### src/rtl/rpi_rx_pkg.sv
// Shared types and defaults for the RPi parallel-bus receive controller.
package rpi_rx_pkg;

    localparam int unsigned      RX_DW         = 16;
    localparam logic [RX_DW-1:0] DEF_SYNC_WORD = 16'hA55A;
    localparam int unsigned      DEF_FRAME_LEN = 256;
    localparam int unsigned      DEF_LO_WM     = 512;
    localparam int unsigned      DEF_HI_WM     = 768;

    // Parser state: hunting for a sync word, inside a frame, or expecting the next sync.
    typedef enum logic [1:0] {
        HUNT   = 2'd0,
        LOCKED = 2'd1,
        CHECK  = 2'd2
    } rx_state_t;

    // One skid-buffer slot: payload word plus frame markers.
    typedef struct packed {
        logic [RX_DW-1:0] data;
        logic             sof;
        logic             eof;
    } rx_entry_t;

endpackage

### src/rtl/rpi_rx_skid.sv
// Two-entry valid/ready buffer for framed words. The entry count is exported
// so the read sequencer can issue FIFO reads only when a slot is guaranteed.
module rpi_rx_skid
    import rpi_rx_pkg::*;
(
    input  logic       clk,
    input  logic       rst,
    input  logic       push,
    input  rx_entry_t  push_entry,
    input  logic       ready,
    output rx_entry_t  head,
    output logic       valid,
    output logic [1:0] count
);

    rx_entry_t ent0;
    rx_entry_t ent1;
    logic      pop;

    assign valid = (count != 2'd0);
    assign pop   = valid & ready;
    // Head is forced to zero when empty so the stream outputs read 0 after reset.
    assign head  = valid ? ent0 : '0;

    // Occupancy counter; push and pop in the same cycle leave it unchanged.
    always_ff @(posedge clk) begin
        if (rst) begin
            count <= 2'd0;
        end else if (push && !pop) begin
            count <= count + 2'd1;
        end else if (pop && !push) begin
            count <= count - 2'd1;
        end
    end

    // Storage: ent0 is always the head, ent1 the entry behind it.
    always_ff @(posedge clk) begin
        if (pop) begin
            if (push && count == 2'd1) begin
                ent0 <= push_entry;
            end else begin
                ent0 <= ent1;
            end
            if (push && count == 2'd2) begin
                ent1 <= push_entry;
            end
        end else if (push) begin
            if (count == 2'd0) begin
                ent0 <= push_entry;
            end else begin
                ent1 <= push_entry;
            end
        end
    end

endmodule

### src/rtl/rpi_rx_ctrl.sv
// Read-side controller for the RPi receive FIFO: hysteresis flow control to
// the RPi, credit-based FIFO reads with 1-cycle read latency, sync-word frame
// parser and a valid/ready output stream with SOF/EOF markers.
// Optional macro RPI_RX_STATS_EN adds saturating frame_cnt and sync_err_cnt.
module rpi_rx_ctrl
    import rpi_rx_pkg::*;
#(
    parameter int unsigned   DW        = RX_DW,
    parameter int unsigned   AW        = 10,
    parameter int unsigned   LO_WM     = DEF_LO_WM,
    parameter int unsigned   HI_WM     = DEF_HI_WM,
    parameter logic [DW-1:0] SYNC_WORD = DEF_SYNC_WORD,
    parameter int unsigned   FRAME_LEN = DEF_FRAME_LEN
) (
    input  logic          clk,
    input  logic          rst,
    input  logic          enable,
    input  logic [DW-1:0] fifo_q,
    input  logic          fifo_rdempty,
    input  logic          fifo_rdfull,
    input  logic [AW-1:0] fifo_rdusedw,
    output logic          fifo_rdreq,
    output logic          rpi_req,
    output logic [DW-1:0] m_data,
    output logic          m_valid,
    output logic          m_sof,
    output logic          m_eof,
    input  logic          m_ready,
    output logic          locked,
`ifdef RPI_RX_STATS_EN
    output logic [15:0]   frame_cnt,
    output logic [7:0]    sync_err_cnt,
`endif
    output logic          overflow
);

    localparam logic [AW:0] LO_LVL   = LO_WM[AW:0];
    localparam logic [AW:0] HI_LVL   = HI_WM[AW:0];
    localparam logic [15:0] LAST_IDX = 16'(FRAME_LEN - 1);

    logic [AW:0] fullness_p1;
    logic        inflight_p1;
    logic [1:0]  buf_count;
    rx_state_t   state;
    rx_state_t   state_nxt;
    logic [15:0] idx;
    logic [15:0] idx_nxt;
    logic        push;
    rx_entry_t   push_entry;
    rx_entry_t   head;
    logic        word_is_sync;

    // A read is only issued when the buffer can absorb it plus any word already in flight.
    assign fifo_rdreq   = ~rst & enable & ~fifo_rdempty &
                          (({1'b0, buf_count} + {2'b00, inflight_p1}) < 3'd2);
    assign word_is_sync = (fifo_q == SYNC_WORD);
    assign locked       = (state != HUNT);

    // Stage p1: registered fullness, read-in-flight flag, flow control and sticky overflow.
    always_ff @(posedge clk) begin
        if (rst) begin
            fullness_p1 <= '0;
            inflight_p1 <= 1'b0;
            rpi_req     <= 1'b0;
            overflow    <= 1'b0;
        end else begin
            fullness_p1 <= {fifo_rdfull, fifo_rdusedw};
            inflight_p1 <= fifo_rdreq;
            overflow    <= overflow | fullness_p1[AW];
            if (!enable) begin
                rpi_req <= 1'b0;
            end else if (fullness_p1 < LO_LVL) begin
                rpi_req <= 1'b1;
            end else if (fullness_p1 >= HI_LVL) begin
                rpi_req <= 1'b0;
            end
        end
    end

    // Parser state register and in-frame word index.
    always_ff @(posedge clk) begin
        if (rst) begin
            state <= HUNT;
            idx   <= '0;
        end else begin
            state <= state_nxt;
            idx   <= idx_nxt;
        end
    end

    // Parser next state: steps once per captured word, pushes payload words only.
    always_comb begin
        state_nxt       = state;
        idx_nxt         = idx;
        push            = 1'b0;
        push_entry.data = fifo_q;
        push_entry.sof  = (idx == 16'd0);
        push_entry.eof  = (idx == LAST_IDX);
        if (inflight_p1) begin
            case (state)
                HUNT: begin
                    if (word_is_sync) begin
                        state_nxt = LOCKED;
                        idx_nxt   = '0;
                    end
                end
                LOCKED: begin
                    push = 1'b1;
                    if (idx == LAST_IDX) begin
                        state_nxt = CHECK;
                    end else begin
                        idx_nxt = idx + 16'd1;
                    end
                end
                CHECK: begin
                    idx_nxt = '0;
                    if (word_is_sync) begin
                        state_nxt = LOCKED;
                    end else begin
                        state_nxt = HUNT;
                    end
                end
                default: begin
                    state_nxt = HUNT;
                end
            endcase
        end
    end

    rpi_rx_skid u_skid (
        .clk        (clk),
        .rst        (rst),
        .push       (push),
        .push_entry (push_entry),
        .ready      (m_ready),
        .head       (head),
        .valid      (m_valid),
        .count      (buf_count)
    );

    assign m_data = head.data;
    assign m_sof  = head.sof;
    assign m_eof  = head.eof;

`ifdef RPI_RX_STATS_EN
    logic sync_err;
    assign sync_err = inflight_p1 & (state == CHECK) & ~word_is_sync;

    function automatic logic [15:0] sat_inc16(input logic [15:0] v);
        return (v == 16'hFFFF) ? v : v + 16'd1;
    endfunction

    function automatic logic [7:0] sat_inc8(input logic [7:0] v);
        return (v == 8'hFF) ? v : v + 8'd1;
    endfunction

    // Saturating frame and sync-error event counters.
    always_ff @(posedge clk) begin
        if (rst) begin
            frame_cnt    <= '0;
            sync_err_cnt <= '0;
        end else begin
            if (push && push_entry.eof) begin
                frame_cnt <= sat_inc16(frame_cnt);
            end
            if (sync_err) begin
                sync_err_cnt <= sat_inc8(sync_err_cnt);
            end
        end
    end
`endif

endmodule

### config.mk
export PLATFORM = sky130hd
export DESIGN_NAME = rpi_rx_ctrl
export DESIGN_NICKNAME = d
export VERILOG_FILES = /design/src/rtl/rpi_rx_pkg.sv /design/src/rtl/rpi_rx_skid.sv /design/src/rtl/rpi_rx_ctrl.sv
export SDC_FILE = /design/constraint.sdc
export NUM_CORES = 1
export LEC_CHECK = 0
export ABC_AREA = 1
export ABC_CLOCK_PERIOD_IN_PS = 3300
export CAP_MARGIN = 20
export CORE_MARGIN = 3
export CORE_UTILIZATION = 40
export CTS_CLUSTER_DIAMETER = 50
export DETAILED_ROUTE_END_ITERATION = 8
export GPL_ROUTABILITY_DRIVEN = 0
export GPL_TIMING_DRIVEN = 0
export PLACE_DENSITY = 0.72
export SLEW_MARGIN = 10
export SYNTH_ARGS = -nofsm -noshare
export SYNTH_HDL_FRONTEND = slang
export SYNTH_SLANG_ARGS = --single-unit
### constraint.sdc
create_clock -name clk -period 3.3 [get_ports clk]
set_input_delay 0.825 -clock clk [delete_from_list [all_inputs] [get_ports clk]]
set_output_delay 0.825 -clock clk [all_outputs]
set_load 0.005 [all_outputs]
==> metrics.cfg, run 1 <==
[critical_path]
critical_path.endpoint_type=output port
r2r_setup_slack_ps=1140
worst_r2r_path_depth=7
path_max_fanout=4
timing.critical_path.required_ps=2470
r2r-end=u_skid.ent1[7]$_DFFE_PP_
timing_worst_setup_path_type=in2out
critical_path.startpoint_type=primary input
timing.critical_path.arrival_ps=2400
r2r_start=u_skid.count[0]$_SDFFE_PP0P_

[synthesis]
yosys.area_share.adder_pct=2.77
synth_async_sr_flop_share_pct=0
post_synth_inst_count=377
post_synth_mux_area_share_pct=4.98
synth_ff_type=edfxtp_1
complex_gate_fraction_of_the_synthesized_area_pct=7.00
yosysMostFrequentCell=nor2_1
ys_types=31
synth-seq-area-share_pct=50.6
post-synth-top-area-cell=edfxtp_1
synth_commonest_cells=nor2_1, nand2_1, inv_1, edfxtp_1, dfxtp_1
synthSimpleGateAreaFrac_pct=26.0
synthesis.area_sq_um=3170
synth_top_family_by_area=simple AND/OR/NAND/NOR gates
number_of_enable_flip_flop_cells_after_synthesis=36
ys_top_cells_by_area=edfxtp_1, dfxtp_1, nor2_1
synth_nets=416
xor_xnor_portion_of_the_synthesized_cell_area_pct=0.553
synth.yosys.warnings=0
synth.avg_cell_area_sq_um=8.40
synth_top_area_share_pct=34.2
count_of_state_elements_after_synthesis=62

[cts]
clk_pin_slew_worst_paths_ps=70
clkLatencyLatePin_ps=340
post-cts-setup-buffers=0
total_clock_sinks=62
cts.root.buffer_cell=clkbuf_8
cts_tree=built
cts_buffer_depth=2
cts_repair_resize_count=0
hold_buf_cts=0
cts-buffers-inserted=9
cts_max_level=3

[power]
p_leak_nw=1.52
overall_power_mw=1.73
p_per_area_nw_per_um2=436
worst_ir_drop_vdd_uv=235

[routing]
routed_wl_um=6610
route.antenna.remaining_nets=0
routed_wire_length_per_instance_um=12.2
detail_route.first_pass.iterations=4
vias_per_cell=4.80
dr_total_vias=2592
dr.first_iter.drc_count=114
drc=0

[sta]
finalSetupViolCount=0
final_period_minus_worst_setup_slack_ps=3230
timing_worst_slew_pin_value_ps=570
slew_violations=0
achievable-frequency_ghz=0.310
totalNegativeSetupSlack_ps=0
hold_ws_ps=418
layout_worst_path_cycle_share_pct=97.8
relSlewSlack_pct=61.6
final.setup.worst_slack_ps=73.9
timing.final.hold_violations=0
worst_clock_skew_ps=5.40

[placement]
dp.final_hpwl_um=4950
portBuffers=46
dpl_cell_area_sq_um=3790
pre_cts_ws_ps=23.1
dp.cells=524

[floorplanning]
initial_utilization_pct=42.5
fp.dieW_um=95.0
io_pins=55
placementRows=31
floorplan.die_area_sq_um=9020
die_h_um=95.0
core_sq_um=7450

[grt]
overflow=0
grtUsageTotal_pct=16.0
first_global_vias=2527
grt_start_max_net_pins=13
first_pass_grt_wire_length_um=11200
number_of_antenna_violations_at_the_first_check_in_global_routing=0

[final_layout]
multiInputGateArea_sq_um=1330
synthToLayoutAreaGrowth_pct=25.3
antennaDiodeCount=0
final_cells=540
layout.area.seq_sq_um=1600
final_layout_size_suffix_gt1_share_pct=12.7
final_util_pct=53.3
fillCellCount=696
nNetsFinal=475
fin_area_sq_um=3970

[outcome]
status=finished clean

[min_path]
worstHoldStart=fullness_p1[9]$_SDFF_PP0_
hold_depth=1
hold_class=reg2reg
timing.hold.worst_endpoint=rpi_req$_SDFFE_PP0P_

[run]
max-cap-violations=0

-- power breakdown --
part           total [mW]  switching (mW)  internal [mW]  leakage (nW)
sequential          0.868          0.0119          0.856         0.537
combinational       0.279           0.127          0.152         0.895
clock               0.583           0.310          0.273        0.0858
-- registers in the layout, summed over array words and instances (netlist names) --
signal	cells
u_skid.ent1	18
fullness_p1	3
inflight_p1	1
u_skid.ent0	18
idx	16
rpi_req	1
state	2
overflow	1
u_skid.count	2
-- placed cells by master, fill, tap and decap left out, types with 2 or more instances in the layout --
| cell | instances |
|---|---|
| a21oi_1 | 13 |
| nor3_1 | 2 |
| nor2_1 | 79 |
| nand2_1 | 76 |
| edfxtp_1 | 36 |
| inv_2 | 3 |
| buf_6 | 2 |
| nor2_2 | 4 |
| mux2_2 | 14 |
| clkdlybuf4s50_1 | 46 |
| clkinvlp_4 | 2 |
| o21ai_0 | 16 |
| dfxtp_1 | 26 |
| clkbuf_8 | 9 |
| xnor2_1 | 2 |
| nand4_1 | 2 |
| ha_1 | 7 |
| buf_4 | 3 |
| o21bai_1 | 2 |
| o211ai_1 | 2 |
| nand3_1 | 18 |
| inv_1 | 50 |
| clkinv_2 | 4 |
| inv_6 | 2 |
| clkbuf_1 | 4 |
| nand2_2 | 3 |
-- how the worst max path moves through the flow --
| stage | from | endpoint | slack (ps) | cells after the start |
|---|---|---|---|---|
| 3_5_place_dp | rst | fifo_rdreq | 20 | 5 |
| 4_1_cts | rst | fifo_rdreq | 30 | 5 |
| 5_1_grt | rst | fifo_rdreq | -20 | 5 |
| 2_1_floorplan | m_ready | u_skid.ent1[0]$_DFFE_PP_ | 390 | 3 |
| 6_report | rst | fifo_rdreq | 70 | 5 |
| 3_3_place_gp | m_ready | u_skid.ent1[10]$_DFFE_PP_ | -760 | 4 |
-- critical path, stage by stage --
cell and delay [ps]:
clkdlybuf4s50_1 440, inv_1 130, nand2_1 100, a2111oi_1 320, clkdlybuf4s50_1 580
-- cells by family after synthesis --
family | count (synthesis)
AO/OA/AOI/OAI | 39
XOR/XNOR | 2
multiplexers | 14
flip-flops | 62
adder cells (fa/ha/maj) | 7
AND/OR/NAND/NOR | 190
buffers and inverters | 63
-- routing by layer --
layer	vias up	part of all wire, %	track usage [%]
met5	-	0	0
li1	1326	-	-
met2	62	48	27.2
met4	0	0.70	4.57
met1	1200	45	18.9
met3	4	6.2	5.90
-- cell type report --
type                       count  area share, %
buffer                         9           1.36
clock buffer                   9           3.12
clock inverter                 7           1.20
inverter                      54           5.14
multi-input combinational    252           33.4
sequential                    62           40.4
tap                           99           3.12
timing repair buffer          48           12.3
(Power assumes the default switching activity.)
==> run 2: changes to the inputs <==
--- a/config.mk
+++ b/config.mk
@@ -10,6 +10,7 @@
 export CAP_MARGIN = 20
 export CORE_MARGIN = 3
 export CORE_UTILIZATION = 40
+export CTS_BUF_LIST = sky130_fd_sc_hd__clkbuf_8
 export CTS_CLUSTER_DIAMETER = 50
 export DETAILED_ROUTE_END_ITERATION = 8
 export GPL_ROUTABILITY_DRIVEN = 0
==> results of run 2 <==
No change in the layout: final DEF, timing and power equal those of run 1.
==> run 3: changes to the inputs <==
--- a/config.mk
+++ b/config.mk
@@ -6,7 +6,7 @@
 export NUM_CORES = 1
 export LEC_CHECK = 0
 export ABC_AREA = 1
-export ABC_CLOCK_PERIOD_IN_PS = 3300
+export ABC_CLOCK_PERIOD_IN_PS = 3970
 export CAP_MARGIN = 20
 export CORE_MARGIN = 3
 export CORE_UTILIZATION = 40
==> constraint.sdc (replaced) <==
create_clock -name clk -period 3.97 [get_ports clk]
set_input_delay 0.9925 -clock clk [delete_from_list [all_inputs] [get_ports clk]]
set_output_delay 0.9925 -clock clk [all_outputs]
set_load 0.005 [all_outputs]
==> run 3 against run 2 <==
Cell area barely moved. Utilization about the same. Clock skew decreased by 0.71 ps. Critical endpoint unchanged. Clock-buffer cell count unchanged. Die area did not move.
==> metrics.cfg, run 3 (synthesis gave the netlist of run 1 again) <==
[outcome]
status=finished clean

[cts]
total_clock_sinks=62
cts_buffer_depth=2
cts-buffers-inserted=9
post-cts-setup-buffers=0
clkLatencyLatePin_ps=330
cts_tree=built
cts.root.buffer_cell=clkbuf_8
clk_pin_slew_worst_paths_ps=70
hold_buf_cts=0
cts_repair_resize_count=0
cts_max_level=3

[floorplanning]
io_pins=55
core_sq_um=7450
initial_utilization_pct=42.5
floorplan.die_area_sq_um=9020
fp.dieW_um=95.0
die_h_um=95.0
placementRows=31

[sta]
final_period_minus_worst_setup_slack_ps=3580
worst_clock_skew_ps=4.69
unrepaired_setup_endpoints_after_global_routing=no
layout_worst_path_cycle_share_pct=90.1
timing_worst_slew_pin_value_ps=558
finalSetupViolCount=0
slew_violations=0
final.setup.worst_slack_ps=391
relSlewSlack_pct=62.4
achievable-frequency_ghz=0.279
timing.final.hold_violations=0

[power]
p_leak_nw=1.51
p_per_area_nw_per_um2=362
worst_ir_drop_vdd_uv=200

[critical_path]
crit_slowest_cell=clkdlybuf4s50_1
path_cells=clkdlybuf4s50_1, inv_1, nand2_1, a2111oi_0, clkdlybuf4s50_1
worst_path_largest_cell_delay_ps=580
crit_path_frequent_cell=clkdlybuf4s50_1
timing_worst_setup_path_type=in2out
timing.critical_path.required_ps=2980
timing.critical_path.arrival_ps=2590
critical_path.startpoint_type=primary input
path_max_fanout=4
critical_path.endpoint_type=output port

[final_layout]
antennaDiodeCount=0
biggest_registers_after_layout=u_skid.ent0: 18 flops, u_skid.ent1: 18 flops, idx: 16 flops
final_layout_size_suffix_gt1_share_pct=12.5
final_cells=540
fillCellCount=695
multiInputGateArea_sq_um=1320
layout.area.seq_sq_um=1600
final_util_pct=53.2
nNetsFinal=475
synthToLayoutAreaGrowth_pct=25.2
layout_commonest_cell=nor2_1
layout.cells.most_common_list=nor2_1, nand2_1, inv_1, clkdlybuf4s50_1, edfxtp_1

[grt]
first_global_vias=2527
grt_start_max_net_pins=13
overflow=0
first_pass_grt_wire_length_um=11200
number_of_antenna_violations_at_the_first_check_in_global_routing=0
grtUsageTotal_pct=16.0

[routing]
dr_total_vias=2615
detail_route.first_pass.iterations=4
dr.first_iter.drc_count=109
drc=0
vias_per_cell=4.84
routed_wire_length_per_instance_um=12.2
routed_wl_um=6580
route.antenna.remaining_nets=0

[min_path]
hold_class=reg2reg

[run]
max-cap-violations=0

[placement]
pre_cts_ws_ps=358
dp.cells=524
portBuffers=46
dp.final_hpwl_um=4950

-- run 3: cell type report --
| type | instances | share of cell area, % |
|---|---|---|
| multi-input cells | 252 | 33.4 |
| clock inverters | 7 | 1.20 |
| flip-flops and latches | 62 | 40.4 |
| inverters | 54 | 5.15 |
| well taps | 99 | 3.13 |
| plain buffers | 9 | 1.33 |
| repair buffers | 48 | 12.3 |
| clock buffers | 9 | 3.13 |
-- run 3: where the power goes --
part	internal [mW]	switching, mW	leakage (nW)
logic	0.125	0.106	0.892
registers	0.712	0.00949	0.537
clock network	0.227	0.255	0.0858
total	1.06	0.371	1.51
-- run 3: final timing paths --
check / start / endpoint / slack [ps] / cells after the start
worst max-delay path: rst / fifo_rdreq / 390 / 5
worst min-delay path: fullness_p1[9]$_SDFF_PP0_ / rpi_req$_SDFFE_PP0P_ / 420 / 1
worst max register to register: u_skid.count[0]$_SDFFE_PP0P_ / u_skid.ent1[10]$_DFFE_PP_ / 1830 / 7
worst min register to register: fullness_p1[9]$_SDFF_PP0_ / rpi_req$_SDFFE_PP0P_ / 420 / 1
-- run 3: layer usage --
metal / part of all wire (%) / track usage, %
met4: 0.81 / 4.57
met3: 5.9 / 5.90
met5: 0 / 0
met2: 49 / 27.2
met1: 45 / 18.9
-- run 3: stage by stage --
| stage | area, sq um | total power, mW | hold WS (ps) | TNS (ps) |
|---|---|---|---|---|
| after floorplan | 3170 | 0.846 | 392 | 0 |
| after global placement | 3750 | 0.955 | 401 | -4710 |
| after detailed placement | 3790 | 0.970 | 410 | 0 |
| after CTS | 3960 | 1.45 | 419 | 0 |
| after global routing | 3960 | 1.51 | 444 | 0 |
| final | 3960 | 1.43 | 419 | 0 |
-- run 3: critical path, delay by kind of cell --
family	cells	cell delay, ps
buffers and inverters	3	1150
AOI/OAI and AO/OA	1	340
and+or+nand+nor	1	100
==> patch 1 (flow settings as in run 1) <==
Add a define of `RPI_RX_STATS_EN`.
--- a/src/rtl/rpi_rx_ctrl.sv
+++ b/src/rtl/rpi_rx_ctrl.sv
@@ -4,2 +4,4 @@
 // Optional macro RPI_RX_STATS_EN adds saturating frame_cnt and sync_err_cnt.
+`define RPI_RX_STATS_EN
+
 module rpi_rx_ctrl
Behaviour (old outputs only; new: frame_cnt and sync_err_cnt): unchanged (equiv_simple and equiv_induct, registers matched by name and starting in step).
==> patch 1 against run 1 <==
Cell area up 46%. Sequential cell count rose by 24. Routed wire length up 52%. Register-to-register slack worse by 0.13 ns. Synthesized area is 43% higher. Setup slack better by 0.014 ns. Non-clock buffer count up 32. Total power rose by 49%. Clock skew rose by 0.0030 ns. Largest cell class is now multi-input gates. Largest power group unchanged.
==> patch 1: results <==
export IMPL_outcome="complete, no violations"
export IMPL_viasPerCell=4.800
export IMPL_met3RoutedLength_um=450
export IMPL_synthTopCellsByArea="edfxtp_1, dfxtp_1, nand2_1, nor2_1, inv_1"
export IMPL_synth_xor_area_share_pct=3.098
export IMPL_routing_usage_on_met2_pct=27.37
export IMPL_place_detailed_instances=802
export IMPL_mappedNetlistNets=632
export IMPL_global_route_usage_total_pct=16.20
export IMPL_wl_met2_mm=4.901
export IMPL_post_synth_inst_count=591
export IMPL_finalNetCount=717
export IMPL_maximum_number_of_pins_on_one_net_before_global_route_repair=19
export IMPL_prevailing_post_synth_register_cell="dfxtp_1"
export IMPL_numPortBuffers=70
export IMPL_globalRouteMet3Util_pct=2.857
export IMPL_worstPathMaxFanout=5
export IMPL_clockRootBuffer="clkbuf_16"
export IMPL_reg_top3="u_skid.ent0 x18, u_skid.ent1 x18"
export IMPL_via_count_of_the_first_global_routing_pass=3758
export IMPL_route_vias_total=3941
export IMPL_seq_area_frac_synth_pct=46.03
export IMPL_leakage_power_uw=0.002236
export IMPL_place_detailed_hpwl_mm=7.543
export IMPL_peak_vdd_ir_v=0.0002664
export IMPL_fraction_of_the_mapped_netlist_area_in_compound_gates_pct=8.022
export IMPL_worst_slew_margin_rel_pct=41.31
export IMPL_drive_above_1_share_pct=10.28
export IMPL_drt_iter0_markers=152
export IMPL_grt_first_pass_wirelength_mm=17.07
export IMPL_synth_common_cells="nand2_1, nor2_1, inv_1"
[patch 1: layout make-up]
type / count / area, sq um
inverter: 73 / 282.8
timing repair buffer: 74 / 738.2
tap: 140 / 175.2
sequential: 86 / 2082
clock inverter: 3 / 65.06
multi-input combinational: 417 / 2083
fill: 1030 / 5136
clock buffer: 13 / 271.5
buffer: 15 / 101.3
[patch 1: repair_timing]
item / in CTS / in global routing
endpoints found under the hold margin: 0 / 0
gates resized for setup: 3 / 3
endpoints found under the setup margin: 1 / 5
setup buffers: 0 / 3
[patch 1: report_power, final]
part	internal (uW)	total, uW	switching (uW)
logic	142	288	146
registers	1150	1160	12.6
clock network	729	1120	392
total	2020	2570	550
[patch 1: path summary, 6_finish.rpt]
kind / to / slack (ns) / depth (start not counted)
worst max register to register: u_skid.ent1[11] / 1.01 / 6
worst min-delay path: rpi_req / 0.42 / 1
worst min register to register: rpi_req / 0.42 / 1
worst max-delay path: fifo_rdreq / 0.09 / 5
==> patch 2 (settings of run 1) <==
Without the edit above. Re-encode `rx_state_t` (3 states) as one-hot, 3 bits wide.
--- a/src/rtl/rpi_rx_pkg.sv
+++ b/src/rtl/rpi_rx_pkg.sv
@@ -10,6 +10,6 @@
     // Parser state: hunting for a sync word, inside a frame, or expecting the next sync.
-    typedef enum logic [1:0] {
-        HUNT   = 2'd0,
-        LOCKED = 2'd1,
-        CHECK  = 2'd2
+    typedef enum logic [2:0] {
+        HUNT   = 3'b001,
+        LOCKED = 3'b010,
+        CHECK  = 3'b100
     } rx_state_t;
Behaviour: same outputs for any inputs over 10 cycles, from zero or initial values and one cycle with rst high; not proved beyond that.
==> patch 2 against run 1 <==
Sequential cell count up 1. Routed wire length down 3.8%. Total power up 3.4%. First-iteration DRC count down 42%. Synthesized area up 1.7%. Final cell count up 1.5%. Critical endpoint unchanged. Sequential share of layout area down 0.23 points. Non-clock buffer count unchanged. Cell area up 1.8%. Setup slack better by 0.12 ns. Count of clock-buffer cells in the layout up 6. Largest cell class unchanged. Combinational power down 11%. Sequential power up 0.9%.
==> patch 2: results <==
export IMPL_via_count_of_the_first_global_routing_pass=2388
export IMPL_r2r_end="u_skid.ent1[8]"
export IMPL_peak_vdd_ir_v=0.0002411
export IMPL_fin_worst_skew_ns=0.008905
export IMPL_timing_critical_path_arrival_ns=2.28
export IMPL_global_route_usage_total_pct=15.11
export IMPL_worstPathMaxFanout=9
export IMPL_r2r_setup_slack_ns=1.06
export IMPL_synth_common_cells="nand2_1, nor2_1, inv_1"
export IMPL_hold_ws_ns=0.4189
export IMPL_drive_above_1_share_pct=11.66
export IMPL_clk_pin_slew_worst_paths_ns=0.06
export IMPL_detail_route_wirelength_mm=6.363
export IMPL_finish_cell_count_without_fillers=548
export IMPL_synth_cell_types=36
export IMPL_synthTopCellsByArea="edfxtp_1, dfxtp_1, nand2_1, nor2_1, inv_1"
export IMPL_worst_hold_path_endpoint="rpi_req"
export IMPL_mappedNetlistNets=422
export IMPL_outcome="complete, no violations"
export IMPL_grt_first_pass_wirelength_mm=10.62
export IMPL_numPortBuffers=45
export IMPL_cp_top_family="buffers and inverters"
export IMPL_timing_hold_worst_path_depth=1
export IMPL_place_detailed_instances=532
export IMPL_dp_worst_setup_slack_ns=0.1775
export IMPL_syn_mean_instance_area_sq_um=8.409
export IMPL_critical_path_slowest_cell="clkdlybuf4s50_1"
export IMPL_maximum_number_of_pins_on_one_net_before_global_route_repair=15
export IMPL_leakage_power_uw=0.001529
export IMPL_place_detailed_hpwl_mm=4.813
export IMPL_seq_area_frac_synth_pct=50.35
export IMPL_tightestPinTransition_ns=0.5719
export IMPL_finalNetCount=480
export IMPL_dpl_cell_area_sq_um=3841
export IMPL_viasPerCell=4.611
export IMPL_drt_iter0_markers=66
-- patch 2: layer usage --
layer / vias up / GRT usage (%) / part of all wire [%]
met5: - / 0 / 0
met4: 0 / 7.938 / 1.9
met3: 11 / 3.909 / 5.2
met2: 54 / 24.38 / 47
met1: 1128 / 18.56 / 46
li1: 1334 / - / -
-- patch 2: timing repair --
action                                 CTS  global route
gates resized for setup                  0             2
setup endpoints to repair                0             4
endpoints found under the hold margin    0             0
-- patch 2: kinds of logic (layout without fill, tap and decap cells) --
group,Yosys count,after routing,synth area share (%)
compound gates,29,29,5.167
xor+xnor,6,6,1.632
fa+ha+maj,7,7,2.719
buf+inv,65,128,8.236
flops,63,63,50.35
mux,12,12,4.196
simple gates,201,201,27.70
-- patch 2: cell type report --
class                           count  area (sq um)
Multi-Input combinational cell    255          1350
Tap cell                          102         127.6
Buffer                             10         58.81
Inverter                           55         207.7
Clock buffer                       15         166.4
Timing Repair Buffer               47         476.7
Clock inverter                      1         30.03
Fill cell                         743          3729
Sequential cell                    63          1622
-- patch 2: worst reg2reg max path: stages, from the launching register on --
cell and delay, ns:
dfxtp_1 0.41, inv_1 0.09, ha_1 0.21, inv_1 0.14
nand2_1 0.13, ha_1 0.25, a211oi_4 0.48, buf_6 0.23
-- patch 2: power by group --
group,switching (uW),internal [uW]
combinational,116,132
sequential,10.9,866
clock,272,392
-- patch 2: worst max-delay path by stage --
| stage | slack [ns] | to |
|---|---|---|
| CTS | 0.10 | m_data[12] |
| detailed placement | 0.18 | fifo_rdreq |
| floorplan | 0.39 | u_skid.ent1[0] |
| finish | 0.19 | fifo_rdreq |
| global route | 0.04 | fifo_rdreq |
| global placement | -0.77 | u_skid.ent1[5] |
